<file path="config.mk">
export PLATFORM = sky130hd
export DESIGN_NAME = program_loader_flat
export DESIGN_NICKNAME = d
export VERILOG_FILES = /design/src/rtl/program_loader_if.sv /design/src/rtl/program_loader.sv /design/src/flat_wrapper.sv
export SDC_FILE = /design/constraint.sdc
export NUM_CORES = 1
export LEC_CHECK = 0
export ABC_AREA = 1
export CAP_MARGIN = 0
export CORE_ASPECT_RATIO = 0.9
export CORE_MARGIN = 1
export CORE_UTILIZATION = 44
export DETAILED_ROUTE_END_ITERATION = 8
export PLACE_DENSITY = 0.68
export SLEW_MARGIN = 10
export SYNTH_ARGS = -nofsm -noshare
export SYNTH_HDL_FRONTEND = slang
export SYNTH_SLANG_ARGS = --single-unit
</file>
<file path="constraint.sdc">
create_clock -name clk -period 3.7 [get_ports clk]
set_input_delay 0.925 -clock clk [delete_from_list [all_inputs] [get_ports clk]]
set_output_delay 0.925 -clock clk [all_outputs]
set_load 0.02 [all_outputs]
</file>
<file path="src/rtl/program_loader_if.sv">
// Loader-side bundle: program byte stream in, instruction-memory writes and
// processor-control status out. The loader itself uses the slave modport.
interface program_loader_if;
    logic        start;
    logic [15:0] len_words;
    logic        byte_valid;
    logic [7:0]  byte_data;
    logic        byte_ready;
    logic        im_we;
    logic [31:0] im_addr;
    logic [31:0] im_wdata;
    logic        cpu_reset;
    logic        done;
    logic        error;

    modport master (
        output start, len_words, byte_valid, byte_data,
        input  byte_ready, im_we, im_addr, im_wdata, cpu_reset, done, error
    );

    modport slave (
        input  start, len_words, byte_valid, byte_data,
        output byte_ready, im_we, im_addr, im_wdata, cpu_reset, done, error
    );
endinterface

</file>
<file path="src/rtl/program_loader.sv">
// Streams a byte-serial program into instruction memory and holds the processor in reset
// until the load completes. Define PROGRAM_LOADER_CHECKSUM_EN to add a trailing checksum check.
module program_loader #(
    parameter logic [31:0] ADDR_BASE = 32'h0000_0000,
    parameter int unsigned MAX_WORDS = 256
) (
    input  logic            clk,
    input  logic            reset,
    program_loader_if.slave bus
);

    typedef enum logic [2:0] {
        StIdle  = 3'd0,
        StLoad  = 3'd1,
`ifdef PROGRAM_LOADER_CHECKSUM_EN
        StCheck = 3'd2,
`endif
        StRun   = 3'd3,
        StErr   = 3'd4
    } state_e;

    state_e      state_q, state_d;
    logic [15:0] len_q, len_d;
    logic [15:0] word_cnt_q, word_cnt_d;
    logic [1:0]  byte_cnt_q, byte_cnt_d;
    logic [23:0] buf_q, buf_d;
    logic        im_we_q, im_we_d;
    logic [31:0] im_addr_q, im_addr_d;
    logic [31:0] im_wdata_q, im_wdata_d;
`ifdef PROGRAM_LOADER_CHECKSUM_EN
    logic [31:0] checksum_q, checksum_d;
`endif

    logic        byte_ready;
    logic        accept;
    logic        len_valid;
    logic [31:0] word;

    always_comb begin
        byte_ready = (state_q == StLoad);
`ifdef PROGRAM_LOADER_CHECKSUM_EN
        byte_ready = byte_ready || (state_q == StCheck);
`endif
    end

    assign accept    = bus.byte_valid && byte_ready;
    assign len_valid = (bus.len_words != 16'd0) && (32'(bus.len_words) <= MAX_WORDS);
    // Earlier bytes of the word sit in buf_q; the current byte completes it.
    assign word      = {buf_q, bus.byte_data};

    always_comb begin
        state_d    = state_q;
        len_d      = len_q;
        word_cnt_d = word_cnt_q;
        byte_cnt_d = byte_cnt_q;
        buf_d      = buf_q;
        im_we_d    = 1'b0;
        im_addr_d  = im_addr_q;
        im_wdata_d = im_wdata_q;
`ifdef PROGRAM_LOADER_CHECKSUM_EN
        checksum_d = checksum_q;
`endif
        unique case (state_q)
            StIdle, StRun, StErr: begin
                if (bus.start) begin
                    if (len_valid) begin
                        state_d    = StLoad;
                        len_d      = bus.len_words;
                        word_cnt_d = 16'd0;
                        byte_cnt_d = 2'd0;
                        buf_d      = 24'd0;
`ifdef PROGRAM_LOADER_CHECKSUM_EN
                        checksum_d = 32'd0;
`endif
                    end else begin
                        state_d = StErr;
                    end
                end
            end
            StLoad: begin
                if (accept) begin
                    byte_cnt_d = byte_cnt_q + 2'd1;
                    buf_d      = {buf_q[15:0], bus.byte_data};
                    if (byte_cnt_q == 2'd3) begin
                        im_we_d    = 1'b1;
                        im_wdata_d = word;
                        im_addr_d  = ADDR_BASE + {14'd0, word_cnt_q, 2'b00};
                        word_cnt_d = word_cnt_q + 16'd1;
`ifdef PROGRAM_LOADER_CHECKSUM_EN
                        checksum_d = checksum_q + word;
                        if (word_cnt_q == len_q - 16'd1) state_d = StCheck;
`else
                        if (word_cnt_q == len_q - 16'd1) state_d = StRun;
`endif
                    end
                end
            end
`ifdef PROGRAM_LOADER_CHECKSUM_EN
            StCheck: begin
                if (accept) begin
                    byte_cnt_d = byte_cnt_q + 2'd1;
                    buf_d      = {buf_q[15:0], bus.byte_data};
                    if (byte_cnt_q == 2'd3) begin
                        state_d = (word == checksum_q) ? StRun : StErr;
                    end
                end
            end
`endif
            default: state_d = StIdle;
        endcase
    end

    always_ff @(posedge clk or posedge reset) begin
        if (reset) begin
            state_q    <= StIdle;
            len_q      <= 16'd0;
            word_cnt_q <= 16'd0;
            byte_cnt_q <= 2'd0;
            buf_q      <= 24'd0;
            im_we_q    <= 1'b0;
            im_addr_q  <= 32'd0;
            im_wdata_q <= 32'd0;
`ifdef PROGRAM_LOADER_CHECKSUM_EN
            checksum_q <= 32'd0;
`endif
        end else begin
            state_q    <= state_d;
            len_q      <= len_d;
            word_cnt_q <= word_cnt_d;
            byte_cnt_q <= byte_cnt_d;
            buf_q      <= buf_d;
            im_we_q    <= im_we_d;
            im_addr_q  <= im_addr_d;
            im_wdata_q <= im_wdata_d;
`ifdef PROGRAM_LOADER_CHECKSUM_EN
            checksum_q <= checksum_d;
`endif
        end
    end

    // The final word's strobe lands in the first RUN cycle; no write is ever issued from RUN.
    assign bus.byte_ready = byte_ready;
    assign bus.im_we      = im_we_q;
    assign bus.im_addr    = im_addr_q;
    assign bus.im_wdata   = im_wdata_q;
    assign bus.cpu_reset  = (state_q != StRun);
    assign bus.done       = (state_q == StRun);
    assign bus.error      = (state_q == StErr);

endmodule

</file>
<file path="src/flat_wrapper.sv">
// flat-port wrapper written by rule: the top's interface ports become plain ports
module program_loader_flat 
#(
    parameter logic [31:0] ADDR_BASE = 32'h0000_0000,
    parameter int unsigned MAX_WORDS = 256
)
  (clk, reset, bus_start, bus_len_words, bus_byte_valid, bus_byte_data, bus_byte_ready, bus_im_we, bus_im_addr, bus_im_wdata, bus_cpu_reset, bus_done, bus_error);
  program_loader_if bus_i ();
  input  logic clk;
  input  logic reset;
  input wire logic [$bits(bus_i.start)-1:0] bus_start;
  input wire logic [$bits(bus_i.len_words)-1:0] bus_len_words;
  input wire logic [$bits(bus_i.byte_valid)-1:0] bus_byte_valid;
  input wire logic [$bits(bus_i.byte_data)-1:0] bus_byte_data;
  output wire logic [$bits(bus_i.byte_ready)-1:0] bus_byte_ready;
  output wire logic [$bits(bus_i.im_we)-1:0] bus_im_we;
  output wire logic [$bits(bus_i.im_addr)-1:0] bus_im_addr;
  output wire logic [$bits(bus_i.im_wdata)-1:0] bus_im_wdata;
  output wire logic [$bits(bus_i.cpu_reset)-1:0] bus_cpu_reset;
  output wire logic [$bits(bus_i.done)-1:0] bus_done;
  output wire logic [$bits(bus_i.error)-1:0] bus_error;
  assign bus_i.start = bus_start;
  assign bus_i.len_words = bus_len_words;
  assign bus_i.byte_valid = bus_byte_valid;
  assign bus_i.byte_data = bus_byte_data;
  assign bus_byte_ready = bus_i.byte_ready;
  assign bus_im_we = bus_i.im_we;
  assign bus_im_addr = bus_i.im_addr;
  assign bus_im_wdata = bus_i.im_wdata;
  assign bus_cpu_reset = bus_i.cpu_reset;
  assign bus_done = bus_i.done;
  assign bus_error = bus_i.error;
  program_loader #(.ADDR_BASE(ADDR_BASE), .MAX_WORDS(MAX_WORDS)) u_core (.clk(clk), .reset(reset), .bus(bus_i));
endmodule
</file>
==> flow_summary.yaml, run 1 <==
yosys:
  ys_seq_area_frac: 0.506
  synth_seq_cells: 110
  async_flop_share: 1.00
  yosysWarnings: 0
  synth_cell_types: 33
  synth_ff_type: "dfrtp_1"
  syn_avg_cell_area_um2: 7.96
  synth_edf_count: 0
  syn-instance-count: 683
  synthesis.area_mm2: 0.00544
global_routing:
  grt_pass1_wl_um: 20900
  grt_pass1_vias: 4298
  grt_overflow: 0
  antenna_found_initial: 0
  track_usage: 0.206
  grt_max_degree: 42
critical_path:
  path_buf_inv: 3
  worstSetupPathDepth: 5
  cp_slowest_cell: "clkdlybuf4s50_1"
  reg2reg_depth: 9
  required_ns: 2.77
  arrival_ns: 2.12
  critPathKind: "register to output pin"
  worstPathMaxFanout: 15
  slowest_delay_ns: 0.65
  critPathLaunchType: "register"
  crit_family: "buffers and inverters"
  crit_chain: "inv_1, nor2_1, nand2_2, inv_2, clkdlybuf4s50_1"
  cp-end-kind: "output pin"
timing:
  max_freq_ghz: 0.328
  hold_violations: 0
  min_period_ns: 3.05
  worst_slack_ns: 0.651
  rsz0062_at_grt: "no"
  fin_crit_sh: 0.824
  finClkSkew_ns: 0.00475
  tns_ns: 0
  slew_viol_final: 0
  setup_violations: 0
  worstMarginPinSlew_ns: 0.812
  max_slew_margin: 0.457
drt:
  drt-initial-drc-count: 277
  vias: 4389
  ant_nets: 0
  drc: 0
  wl_per_cell_um: 13.2
  via_per_inst: 4.77
  wl_um: 12200
  dr.pass1.iters: 5
clock_network:
  cts_buffer_depth: 2
  post_cts_buffers: 0
  postCtsHoldBufs: 0
  cts-buffers-inserted: 9
  cts_tree: "built"
  clock_latency_ns: 0.35
  cts-root-buf: "clkbuf_16"
  htreeDepth: 3
  post_cts_resized: 0
  clk_pin_slew_ns: 0.07
  cts_num_sinks: 110
die:
  die_w_um: 119
  boundaryPins: 97
  die_y_um: 107
  initial_utilization: 0.452
  fp.coreArea_mm2: 0.0120
  rows: 38
  die_area_mm2: 0.0128
power:
  power_frac_clock: 0.396
  p_seq_frac: 0.497
  p_sw_uw: 654
  p_int_uw: 1870
  power_frac_comb: 0.106
  switching_share: 0.260
  power.total_uw: 2520
  p_leak_uw: 0.00346
  ir_drop_mv: 0.201
  power_density_mw_per_mm2: 380
run_status:
  status: "complete, no violations"
cells_and_area:
  fin_util: 0.551
  diodes: 0
  layout-drive-gt1-share: 0.0880
  synthToLayoutAreaGrowth_pct: 22.0
  n_fill_cell: 1144
  nets: 787
min_path:
  holdPathStages: 2
  hold_class: "register to register"
placed_design:
  port_buffers: 80
  place.gp.congestion: 0.836
  dp_slack_ns: 0.767
  place_hpwl_um: 8750
flow_run:
  cap_violations: 0
-- placed cells by master (no fill, tap or decap), types with 2 or more instances in the layout --
master           instances
inv_2                    3
nor2_4                   2
nand2_2                 18
nor4_1                   3
nand2_1                305
xnor2_1                 11
nand3_1                 17
nor2_1                  39
clkbuf_16                9
o21ai_1                  9
clkinv_2                 2
buf_4                    8
nor2_2                   7
clkdlybuf4s50_1         80
nand4_1                  6
o21ai_2                  7
inv_8                    2
dfrtp_1                110
o21ai_0                 11
xor2_1                  21
a21oi_1                  2
ha_1                     3
conb_1                  16
nand3b_1                 3
nor3_1                   7
inv_1                   47
-- per-stage QoR --
stage / instances / hold WS, ns / area (um2)
floorplan: 698 / 0.442 / 5500
global placement: 905 / 0.454 / 6330
detailed placement: 905 / 0.459 / 6330
CTS: 921 / 0.478 / 6630
global route: 921 / 0.489 / 6630
finish: 921 / 0.471 / 6630
-- cell type report --
type / instances / area (um2) / share of cell area
inverter: 52 / 199 / 0.0300
clock buffer: 9 / 225 / 0.0340
multi-input combinational: 494 / 2290 / 0.346
timing repair buffer: 89 / 881 / 0.133
tap: 160 / 200 / 0.0302
clock inverter: 7 / 80.1 / 0.0121
sequential: 110 / 2750 / 0.415
-- registers in the layout, summed over array words and instances (netlist names) --
signal	count
u_core.buf_q	24
u_core.bus.im_addr	16
u_core.bus.im_wdata	32
u_core.bus.im_we	1
u_core.byte_cnt_q	2
u_core.len_q	16
u_core.state_q	3
u_core.word_cnt_q	16
-- worst min-delay path, stage by stage, from the launching register on --
cell,delay [ns]
dfrtp_1,0.34
nand2_1,0.05
nand2_1,0.04
-- cells by family (layout without fill, tap and decap cells) --
kind of cell / Yosys count / count (layout) / share of synthesized area
simple gates: 411 / 411 / 0.314
flops: 110 / 110 / 0.506
buf+inv: 94 / 157 / 0.0833
compound gates: 32 / 32 / 0.0368
xor+xnor: 32 / 32 / 0.0516
fa+ha+maj: 3 / 3 / 0.00691
other cells: 1 / 16 / 0.000690
-- Yosys cell counts, drive strengths merged, types with 3 or more instances --
cell type  number  share of area
dfrtp         110           0.51
inv            52          0.036
nor2           49          0.041
nor4            4         0.0058
ha              3         0.0069
nand3          17          0.016
nand3b          3         0.0041
buf            28          0.037
nand4           6         0.0069
clkbuf         14          0.011
nand2         323           0.23
o21ai          27          0.030
a21oi           3         0.0035
xor2           21          0.034
nor3            7         0.0064
xnor2          11          0.018
-- power by group through the flow --
stage / clock [uW] / combinational, uW / sequential, uW
6_report: 999 / 267 / 1250
5_1_grt: 1070 / 306 / 1260
4_1_cts: 1020 / 271 / 1250
3_5_place_dp: 0 / 268 / 1280
3_3_place_gp: 0 / 262 / 1280
2_1_floorplan: 0 / 205 / 1270
-- final timing paths --
kind / startpoint / end / slack (ns)
min: u_core.bus.im_wdata[29] / u_core.bus.im_wdata[29] / 0.47
max in group asynchronous: reset / u_core.word_cnt_q[7] / 1.85
min reg2reg: u_core.bus.im_wdata[29] / u_core.bus.im_wdata[29] / 0.47
min in group asynchronous: reset / u_core.bus.im_wdata[7] / 1.10
max: u_core.state_q[0] / bus_byte_ready / 0.65
max reg2reg: u_core.state_q[0] / u_core.word_cnt_q[6] / 1.62
-- routing by layer --
layer / GRT usage / vias to the layer above / routed length, um / part of all wire
met1: 0.303 / 2072 / 6000 / 0.49
met3: 0.0403 / 8 / 560 / 0.046
met2: 0.311 / 108 / 5490 / 0.45
met5: 0 / - / 0 / 0
li1: - / 2201 / - / -
met4: 0.0515 / 0 / 102 / 0.0084
No activity file was read; power rests on OpenSTA's default activity.
==> run 2: changes to the inputs <==
--- a/config.mk
+++ b/config.mk
@@ -11,7 +11,7 @@
 export CORE_MARGIN = 1
 export CORE_UTILIZATION = 44
 export DETAILED_ROUTE_END_ITERATION = 8
-export PLACE_DENSITY = 0.68
+export PLACE_DENSITY = 0.66
 export SLEW_MARGIN = 10
 export SYNTH_ARGS = -nofsm -noshare
 export SYNTH_HDL_FRONTEND = slang
==> constraint.sdc (replaced) <==
create_clock -name clk -period 2.96 [get_ports clk]
set_input_delay 0.74 -clock clk [delete_from_list [all_inputs] [get_ports clk]]
set_output_delay 0.74 -clock clk [all_outputs]
set_load 0.02 [all_outputs]
==> run 2 against run 1 <==
  * Sequential share of layout area is 0.10 points higher
  * Register-to-register slack worse by 0.73 ns
  * Worst hold slack better by 0.0014 ns
  * Wire length down 1.5%
  * Combinational power rose by 25%
  * Die area is the same
  * Highest routed layer unchanged
==> flow_summary.yaml, run 2 (same netlist as run 1, synthesis figures left out) <==
flow_run:
  cap_violations: 0
global_routing:
  grt_max_degree: 89
  track_usage: 0.207
  grt_pass1_vias: 4178
  grt_pass1_wl_um: 20800
  grt_overflow: 0
  antenna_found_initial: 0
critical_path:
  slowest_delay_ns: 0.65
  worstPathMaxFanout: 10
  r2r_end: "u_core.state_q[0]"
  arrival_ns: 1.86
  cp_slowest_cell: "clkdlybuf4s50_1"
  cp-end-kind: "output pin"
  endpoint: "bus_byte_ready"
  reg2reg_depth: 14
  required_ns: 2.22
  crit_family: "buffers and inverters"
  crit_start: "u_core.state_q[0]"
  critPathLaunchType: "register"
  r2r-start: "u_core.len_q[0]"
  worstSetupPathDepth: 5
  rrSetupSlack_ns: 0.89
  path_buf_inv: 3
  critPathKind: "register to output pin"
  crit_chain: "inv_1, nor2_1, nand2_2, inv_2, clkdlybuf4s50_1"
clock_network:
  post_cts_resized: 0
  cts-root-buf: "clkbuf_16"
  cts_tree: "built"
  clock_latency_ns: 0.36
  post_cts_buffers: 0
  cts_buffer_depth: 2
  clk_pin_slew_ns: 0.07
  cts-buffers-inserted: 9
  htreeDepth: 3
  postCtsHoldBufs: 0
  cts_num_sinks: 110
run_status:
  status: "complete, no violations"
cells_and_area:
  synthToLayoutAreaGrowth_pct: 21.7
  layout-drive-gt1-share: 0.0817
  nets: 785
  diodes: 0
  final_cell_mix: "nand2_1 (305), dfrtp_1 (110), clkdlybuf4s50_1 (80), inv_1 (48), nor2_1 (40)"
  largest_register_ffs: 32
  final_common_cell: "nand2_1"
die:
  rows: 38
  boundaryPins: 97
  die_w_um: 119
  fp.coreArea_mm2: 0.0120
  die_area_mm2: 0.0128
  die_y_um: 107
  initial_utilization: 0.452
power:
  ir_drop_mv: 0.274
  p_leak_uw: 0.00345
  switching_share: 0.257
  p_seq_frac: 0.499
  p_sw_uw: 806
  power_frac_comb: 0.106
  power_density_mw_per_mm2: 474
  power_frac_clock: 0.394
  p_int_uw: 2330
timing:
  hold_violations: 0
  max_freq_ghz: 0.384
  finClkSkew_ns: 0.00583
  max_slew_margin: 0.579
  hold_ws_ns: 0.472
  fin_crit_sh: 0.879
  setup_violations: 0
  tns_ns: 0
  worstMarginPinSlew_ns: 0.631
  slew_viol_final: 0
  min_period_ns: 2.60
  rsz0062_at_grt: "no"
  worst_slack_ns: 0.357
placed_design:
  place_hpwl_um: 8630
  port_buffers: 80
  dp_slack_ns: 0.275
  place.gp.congestion: 0.830
drt:
  via_per_inst: 4.63
  drc: 0
  vias: 4254
  drt-initial-drc-count: 242
  dr.pass1.iters: 5
  ant_nets: 0
  wl_um: 12000
  wl_per_cell_um: 13.0
min_path:
  hold_class: "register to register"
[run 2: cell types whose count changed in the layout (fill, tap and decap cells not counted), sizes merged]
cell / delta
clkinv: -3
buf: -2
clkbuf: +2
inv: +1
[run 2: tightest hold or removal path: stages, from the launching register on]
cell and delay [ns]:
dfrtp_1 0.34, nand2_1 0.05, nand2_1 0.05
[run 2: final cells by class]
cell class	count	area, um2
Fill cell	1089	5410
Sequential cell	110	2750
Multi-Input combinational cell	494	2290
Timing Repair Buffer	87	878
Clock buffer	11	233
Tap cell	160	200
Inverter	52	199
Clock inverter	5	66.3
[run 2: metal layers]
metal  vias up  track usage  wire length (um)
met4         0       0.0642               150
met2        83        0.302              5120
met1      1963        0.306              6250
li1       2197            -                 -
met5         -            0                 0
met3        11       0.0434               451
[run 2: stage by stage]
| stage | area [um2] | total power [uW] | instances | utilization |
|---|---|---|---|---|
| floorplan | 5500 | 1840 | 698 | - |
| global placement | 6320 | 1920 | 903 | 0.525 |
| detailed placement | 6320 | 1930 | 903 | 0.525 |
| CTS | 6620 | 3170 | 919 | 0.550 |
| global route | 6620 | 3290 | 919 | 0.550 |
| finish | 6620 | 3140 | 919 | 0.550 |
[run 2: worst min path at each step]
stage                                        end  cells past startpoint  slack, ns              startpoint
after floorplan                 u_core.buf_q[23]                      2       0.44        u_core.buf_q[23]
after global placement    u_core.bus.im_wdata[5]                      2       0.46  u_core.bus.im_wdata[5]
after detailed placement   u_core.bus.im_addr[6]                      2       0.46   u_core.bus.im_addr[6]
after CTS                 u_core.bus.im_wdata[0]                      2       0.48  u_core.bus.im_wdata[0]
after global routing      u_core.bus.im_wdata[3]                      2       0.50  u_core.bus.im_wdata[3]
final                      u_core.bus.im_addr[6]                      2       0.47   u_core.bus.im_addr[6]
[run 2: power groups by stage]
stage | clock [uW] | sequential (uW) | combinational (uW)
final | 1240 | 1570 | 333
after global placement | 0 | 1600 | 324
after floorplan | 0 | 1590 | 256
after detailed placement | 0 | 1600 | 334
after global routing | 1330 | 1570 | 382
after CTS | 1270 | 1570 | 336
